[config.mk]
export PLATFORM = sky130hd
export DESIGN_NAME = fifo_wr_arbiter
export DESIGN_NICKNAME = d
export VERILOG_FILES = /design/src/rtl/fifo_wr_arbiter.sv
export SDC_FILE = /design/constraint.sdc
export NUM_CORES = 1
export LEC_CHECK = 0
export BUFFER_PORTS_ARGS = -buffer_cell sky130_fd_sc_hd__clkbuf_2
export CAP_MARGIN = 30
export CORE_MARGIN = 4
export CORE_UTILIZATION = 37
export CTS_CLUSTER_DIAMETER = 50
export DETAILED_ROUTE_END_ITERATION = 10
export PLACE_DENSITY = 0.7
export RECOVER_POWER = 100
export SYNTH_ARGS = -nofsm -noshare
export SYNTH_HDL_FRONTEND = slang
export SYNTH_SLANG_ARGS = --single-unit
export TNS_END_PERCENT = 1
[constraint.sdc]
create_clock -name clk_i -period 1.58 [get_ports clk_i]
set_clock_uncertainty 0.15 [all_clocks]
set_input_delay 0.158 -clock clk_i [delete_from_list [all_inputs] [get_ports clk_i]]
set_output_delay 0.158 -clock clk_i [all_outputs]
set_load 0.02 [all_outputs]
[src/rtl/fifo_wr_arbiter.sv]
`default_nettype none
// +----------------------------------------------------------------------------+
// | fifo_wr_arbiter: round-robin, burst-limited sharing of one fifo write port  |
// | Rev 1.0                                                                     |
// +----------------------------------------------------------------------------+
module fifo_wr_arbiter #(
  parameter int NUM_REQ    = 4,
  parameter int DATA_WIDTH = 4,
  parameter int BURST_LEN  = 2
) (
  input  logic                          clk_i,
  input  logic                          reset_i,
  input  logic [NUM_REQ-1:0]            in_valid_i,
  input  logic [NUM_REQ*DATA_WIDTH-1:0] in_data_i,
  output logic [NUM_REQ-1:0]            in_ready_o,
  output logic [NUM_REQ-1:0]            grant_o,
  output logic                          busy_o,
  output logic                          fifo_wr_en_o,
  output logic [DATA_WIDTH-1:0]         fifo_wr_data_o,
  input  logic                          fifo_wr_ready_i
);

  localparam int OW = (NUM_REQ > 1) ? $clog2(NUM_REQ) : 1;
  localparam int CW = (BURST_LEN > 0) ? $clog2(BURST_LEN + 1) : 1;

  typedef enum logic [0:0] {
    ST_IDLE  = 1'b0,
    ST_BURST = 1'b1
  } state_e;

  state_e          state_q;
  logic [OW-1:0]   owner_q;
  logic [OW-1:0]   last_owner_q;
  logic [CW-1:0]   beat_cnt_q;

  logic [OW-1:0]         pick_d;
  logic                  hi_found;
  logic [OW-1:0]         hi_idx;
  logic [OW-1:0]         lo_idx;
  logic                  owner_valid;
  logic [DATA_WIDTH-1:0] owner_data;
  logic [NUM_REQ-1:0]    owner_onehot;
  logic                  active;
  logic                  xfer;

  // Requesters above last_owner take priority; otherwise wrap to the lowest one.
  always_comb begin
    hi_found = 1'b0;
    hi_idx   = '0;
    lo_idx   = '0;
    for (int i = NUM_REQ - 1; i >= 0; i--) begin
      if (in_valid_i[i]) begin
        if (OW'(i) > last_owner_q) begin
          hi_found = 1'b1;
          hi_idx   = OW'(i);
        end else begin
          lo_idx = OW'(i);
        end
      end
    end
    pick_d = hi_found ? hi_idx : lo_idx;
  end

  always_comb begin
    owner_valid  = 1'b0;
    owner_data   = '0;
    owner_onehot = '0;
    for (int i = 0; i < NUM_REQ; i++) begin
      if (owner_q == OW'(i)) begin
        owner_valid     = in_valid_i[i];
        owner_data      = in_data_i[i*DATA_WIDTH +: DATA_WIDTH];
        owner_onehot[i] = 1'b1;
      end
    end
  end

  // Gated by reset so nothing is accepted at the reset edge.
  assign active         = (state_q == ST_BURST) && !reset_i;
  assign xfer           = active && owner_valid && fifo_wr_ready_i;
  assign busy_o         = (state_q == ST_BURST);
  assign grant_o        = busy_o ? owner_onehot : '0;
  assign fifo_wr_en_o   = active && owner_valid;
  assign fifo_wr_data_o = active ? owner_data : '0;
  assign in_ready_o     = xfer ? owner_onehot : '0;

  always_ff @(posedge clk_i) begin
    if (reset_i) begin
      state_q      <= ST_IDLE;
      owner_q      <= '0;
      last_owner_q <= OW'(NUM_REQ - 1);
      beat_cnt_q   <= '0;
    end else begin
      case (state_q)
        ST_IDLE: begin
          if (|in_valid_i) begin
            owner_q    <= pick_d;
            beat_cnt_q <= '0;
            state_q    <= ST_BURST;
          end
        end
        ST_BURST: begin
          if (xfer) begin
            if (beat_cnt_q == CW'(BURST_LEN - 1)) begin
              last_owner_q <= owner_q;
              state_q      <= ST_IDLE;
            end else begin
              beat_cnt_q <= beat_cnt_q + CW'(1);
            end
          end else if (!owner_valid) begin
            last_owner_q <= owner_q;
            state_q      <= ST_IDLE;
          end
        end
        default: state_q <= ST_IDLE;
      endcase
    end
  end

endmodule
`default_nettype wire

# --- After elaboration in Yosys (flattened, before gate mapping) ---
# Index checks and enable logic that the tools add are counted.
classes:
  muxes: 52
  bitwise: 1
  order_cmp: 4
  n_eq_ne: 9
  n_reduce_logical: 9
  add_sub_neg: 1
ops:
  columns: ["cell", "n"]
  rows:
  - ["2-to-1 mux 2 bit", 23]
  - ["2-to-1 mux 4 bit", 7]
  - ["2-to-1 mux 1 bit", 20]
  - ["inequality test 2 x 1 -> 1 bit, second input constant", 3]
  - ["AND reduction 3 bit", 2]
  - ["equality test 2 x 1 -> 1 bit, second input constant", 2]
  - ["equality test 2 bit, second input constant", 2]
  - ["greater-than comparator 1 x 2 -> 1 bit, first input constant", 2]
  - ["greater-than comparator 2 bit, first input constant", 2]
  - ["inequality test 2 bit, second input constant", 2]
  - ["one-hot mux 2 bit (2 select lines)", 1]
  - ["OR reduction 4 bit", 1]
  - ["logical AND 1 bit", 3]
  - ["adder 2 x 1 -> 2 bit, second input constant", 1]
  - ["zero test 2 bit", 1]
  - ["one-hot mux 1 bit (2 select lines)", 1]
  - ["AND reduction 2 bit", 1]
  - ["zero test 1 bit", 1]
  - ["NOT 1 bit", 1]
totals:
  ff_bits: 7
  output_inout_bits: 14

# --- Longest topological paths before layout ---
logic_depth:
  word_depth: 10
  mapped_depth: 6
  mapped_depth_nobuf: 6

# --- Worst setup path after synthesis ---
# OpenSTA, ideal clock, no wires.
synth_timing:
  path_type: "register to output"
  from: "register state_q, in the netlist busy_o"
  to: "output in_ready_o[0]"
  arrival_ns: 1.516
  n_path_buf: 1
  slack_ns: -0.244
  t_required_ns: 1.272
  path_stages_with_launch: 4
  cell_sequence: "dfxtp_1 -> clkbuf_1 -> nand3b_1 -> nor4_1"
synth_between:
  elab_chain_cells: 4
synth_rtl:
  columns: ["element", "line", "text"]
  rows:
  - ["start, declared", "31", "state_e state_q;"]
  - ["start signal, assigned", "88", "state_q <= ST_IDLE;"]
  - ["start signal, assigned", "98", "state_q <= ST_BURST;"]
  - ["start signal, assigned", "105", "state_q <= ST_IDLE;"]
  - ["logical AND 1 bit", "78", "assign active = (state_q == ST_BURST) && !reset_i;"]
  - ["logical AND 1 bit (2 in a row)", "79", "assign xfer = active && owner_valid && fifo_wr_ready_i;"]
  - ["2-to-1 mux 4 bit", "84", "assign in_ready_o = xfer ? owner_onehot : '0;"]
  - ["end, declared", "15", "output logic [NUM_REQ-1:0] in_ready_o,"]
# Every way passes these cells.

# --- Final worst setup path ---
layout_timing:
  from: "register owner_q[0]"
  to: "output fifo_wr_data_o[2]"
layout_between:
  elab_chain_cells: 6
  elab_cells_between_ends: 9
layout_rtl:
  columns: ["element", "line", "text"]
  rows:
  - ["start, declared", "32", "logic [OW-1:0] owner_q;"]
  - ["start signal, assigned", "96", "owner_q <= pick_d;"]
  - ["zero test 2 bit", "69", "if (owner_q == OW'(i)) begin"]
  - ["2-to-1 mux 4 bit (3 in a row)", "69", null]
  - ["2-to-1 mux 4 bit *", "69", null]
  - ["2-to-1 mux 4 bit *", "83", "assign fifo_wr_data_o = active ? owner_data : '0;"]
  - ["end, declared", "19", "output logic [DATA_WIDTH-1:0] fifo_wr_data_o,"]
# Mark *: on every way between the ends. The rest lies on a longest branch, timed or not.

==> results.cfg <==
[status]
outcome = complete, but fails checks
violations = negative setup slack

[logic_synthesis]
synth_mux_area_frac = 0.243
syn-num-nets = 95
ys.flop_type = dfxtp_1
synth_top_family_by_area = simple AND/OR/NAND/NOR gates
ys_seq_area_frac = 0.236
yosysUniqueCellTypes = 25
syn_inst = 71
yosys-top-cells-area = dfxtp_1, mux4_2, nor2b_1, a21oi_1, inv_1
synth-edff-count = 0
yosys_warnings = 0
synth_compound_area_frac = 0.160
synth-seq-cells = 7
synth_async_sr_flop_share = 0
synth-simple-area-share = 0.274
synth.avg_cell_area_sq_um = 8.35
synthesis.area_sq_um = 593
synth_xor_area_frac = 0
yosysTopAreaCellShare = 0.236
synth_area_leader_cell = dfxtp_1
synth_fa_ha_area_frac = 0.0211

[critical_path]
cp-end-kind = output pin
cp.required_ps = 1270
worstPathMaxFanout = 6
rr_worst_depth = 5
r2r_slack_ps = -110
cp_cell_sequence = mux4_2 > nor2b_1 > buf_2
crit_type = reg2out
critPathSlowestCell = mux4_2
worstPathArrival_ps = 1440
slowest_delay_ps = 490
reg2reg_from = owner_q[1]$_SDFFE_PP0P_
start_kind = flop
worstSetupStartpoint = owner_q[0]$_SDFFE_PP0P_

[clocking]
cts_max_level = 1
clock-sinks = 7
cts_root_buf = clkbuf_4
clock_latency_ps = 250
cts_tree = done
numCtsBuffers = 3
cts_hold_buf = 0
clkTransAtPathRegs_ps = 60
clockBufferDepth = 2

[sta]
hold_viol = 0
post-route-period-util = 1.10
finalSetupViolCount = 10
grt_setup_unrepaired = yes
tightest_slew_ps = 320
relSlewSlack = 0.786
setup_ws_ps = -165
finalMaxSlewViolations = 0
period_needed_ps = 1750
setup_tns_ps = -1070
clock.fmax_ghz = 0.573

[final_layout]
final_layout_size_suffix_gt1_frac = 0.555
fin_util = 0.639
area_growth_pct = 62.2
nNetsFinal = 144
antennaDiodeCount = 0
fin_cells = 135

[grt]
met3_usage = 0.0338
use_met2 = 0.293
top_usage_layer = met2
gr-total-overflow = 0
first_global_vias = 658
antenna_found_initial = 0
grt_max_degree = 13
grt_usage = 0.163
grt_use_met1 = 0.198
grt_pass1_wl_microns = 2680

[worst_hold_path]
min_path_cells = 2
hold_start = reset_i
hp-class = in2reg

[placement]
hpwl_microns = 1400
place_inst = 129
routabilityCongestion = 0.861
portBuffers = 36

[floorplan]
boundaryPins = 37
die_w_microns = 48.0
coreArea_sq_um = 1510
initial_core_util = 0.394
die_y_microns = 48.0
rows = 14
die-area_sq_um = 2310

[route]
drtIter0Drc = 15
drtPass1Iterations = 4
drc = 0
wl_microns = 1730
vias = 720
drt-wirelength-per-cell_microns = 12.8
postRouteAntennaNets = 0
vias_per_cell = 5.33

[pwr]
p_clk_frac = 0.252
powerDensity_nw_per_um2 = 680
combPwrFrac = 0.424
swShare = 0.326
power_frac_seq = 0.324
irDropWorstVdd_v = 0.000575
switching_power_uw = 213
leakagePower_nw = 0.471
p_int_uw = 441

[job]
cap_violations = 0
cell usage after synthesis, types with 2 or more instances:
cell type / count
dfxtp_1: 7
nor4_1: 2
nand2_1: 5
mux4_2: 5
mux2i_1: 2
nor3b_1: 2
nor3_1: 2
clkbuf_1: 2
inv_1: 7
o21ai_0: 3
nor2b_1: 6
nor2_1: 7
nand3b_1: 3
a21oi_1: 6
a211o_1: 2
metal layers:
layer,part of all wire,vias up
met2,0.47,34
li1,-,356
met1,0.40,330
met4,0,0
met3,0.13,0
met5,0,-
kinds of logic after synthesis:
family / after synthesis
buffers and inverters: 10
multiplexers: 8
AO/OA/AOI/OAI: 15
AND/OR/NAND/NOR: 30
flip-flops: 7
adder cells (fa/ha/maj): 1
layout make-up:
cell class	instances	area (sq um)
inverter	7	26.3
fill	140	544
tap	16	20.0
sequential	7	146
multi-input combinational	54	455
timing repair buffer	47	288
clock buffer	4	26.3
per-stage QoR:
| step | worst slack, ps | power (mW) | cell area [sq um] | hold slack [ps] |
|---|---|---|---|---|
| after floorplan | -154 | 0.363 | 606 | 77.1 |
| final | -165 | 0.655 | 962 | 29.8 |
| after detailed placement | -131 | 0.458 | 861 | 287 |
| after global routing | -215 | 0.701 | 962 | 48.1 |
| after CTS | -181 | 0.635 | 913 | 25.0 |
| after global placement | -67.7 | 0.452 | 861 | 291 |
registers in the layout, indices dropped and copies added (netlist names):
signal        count
busy_o            1
owner_q           2
beat_cnt_q        2
last_owner_q      2
power groups by stage:
stage	sequential (mW)	clock [mW]	combinational, mW
floorplan	0.210	0	0.153
global placement	0.214	0	0.238
detailed placement	0.215	0	0.243
CTS	0.212	0.169	0.254
global route	0.217	0.182	0.303
finish	0.212	0.165	0.278
worst paths after layout:
check / to
setup / recovery: fifo_wr_data_o[2]
hold / removal: busy_o$_SDFF_PP0_
hold reg to reg: beat_cnt_q[0]$_SDFFE_PP0P_
setup reg to reg: last_owner_q[0]$_SDFFE_PP1P_
cell usage in the layout (no fill, tap or decap), drive strengths merged, types with 3 or more instances in the layout:
cell type,instances
clkbuf,31
buf,20
inv,7
nor2,7
dfxtp,7
a21oi,6
nor2b,6
mux4,5
nand2,5
nand3b,3
o21ai,3
worst max-delay path, delay by kind of cell, from the launching register on:
| kind | cells | cell delay (ps) |
|---|---|---|
| buffers and inverters | 1 | 170 |
| flip-flops | 1 | 390 |
| AND/OR/NAND/NOR | 1 | 140 |
| multiplexers | 1 | 490 |
repair_timing:
item                                    in CTS  in global routing
cloned                                       0                  0
resized for setup                            8                 22
endpoints found under the setup margin      14                 16
setup buffers                                1                  1
Note: power is estimated with default switching activity, not from simulation.
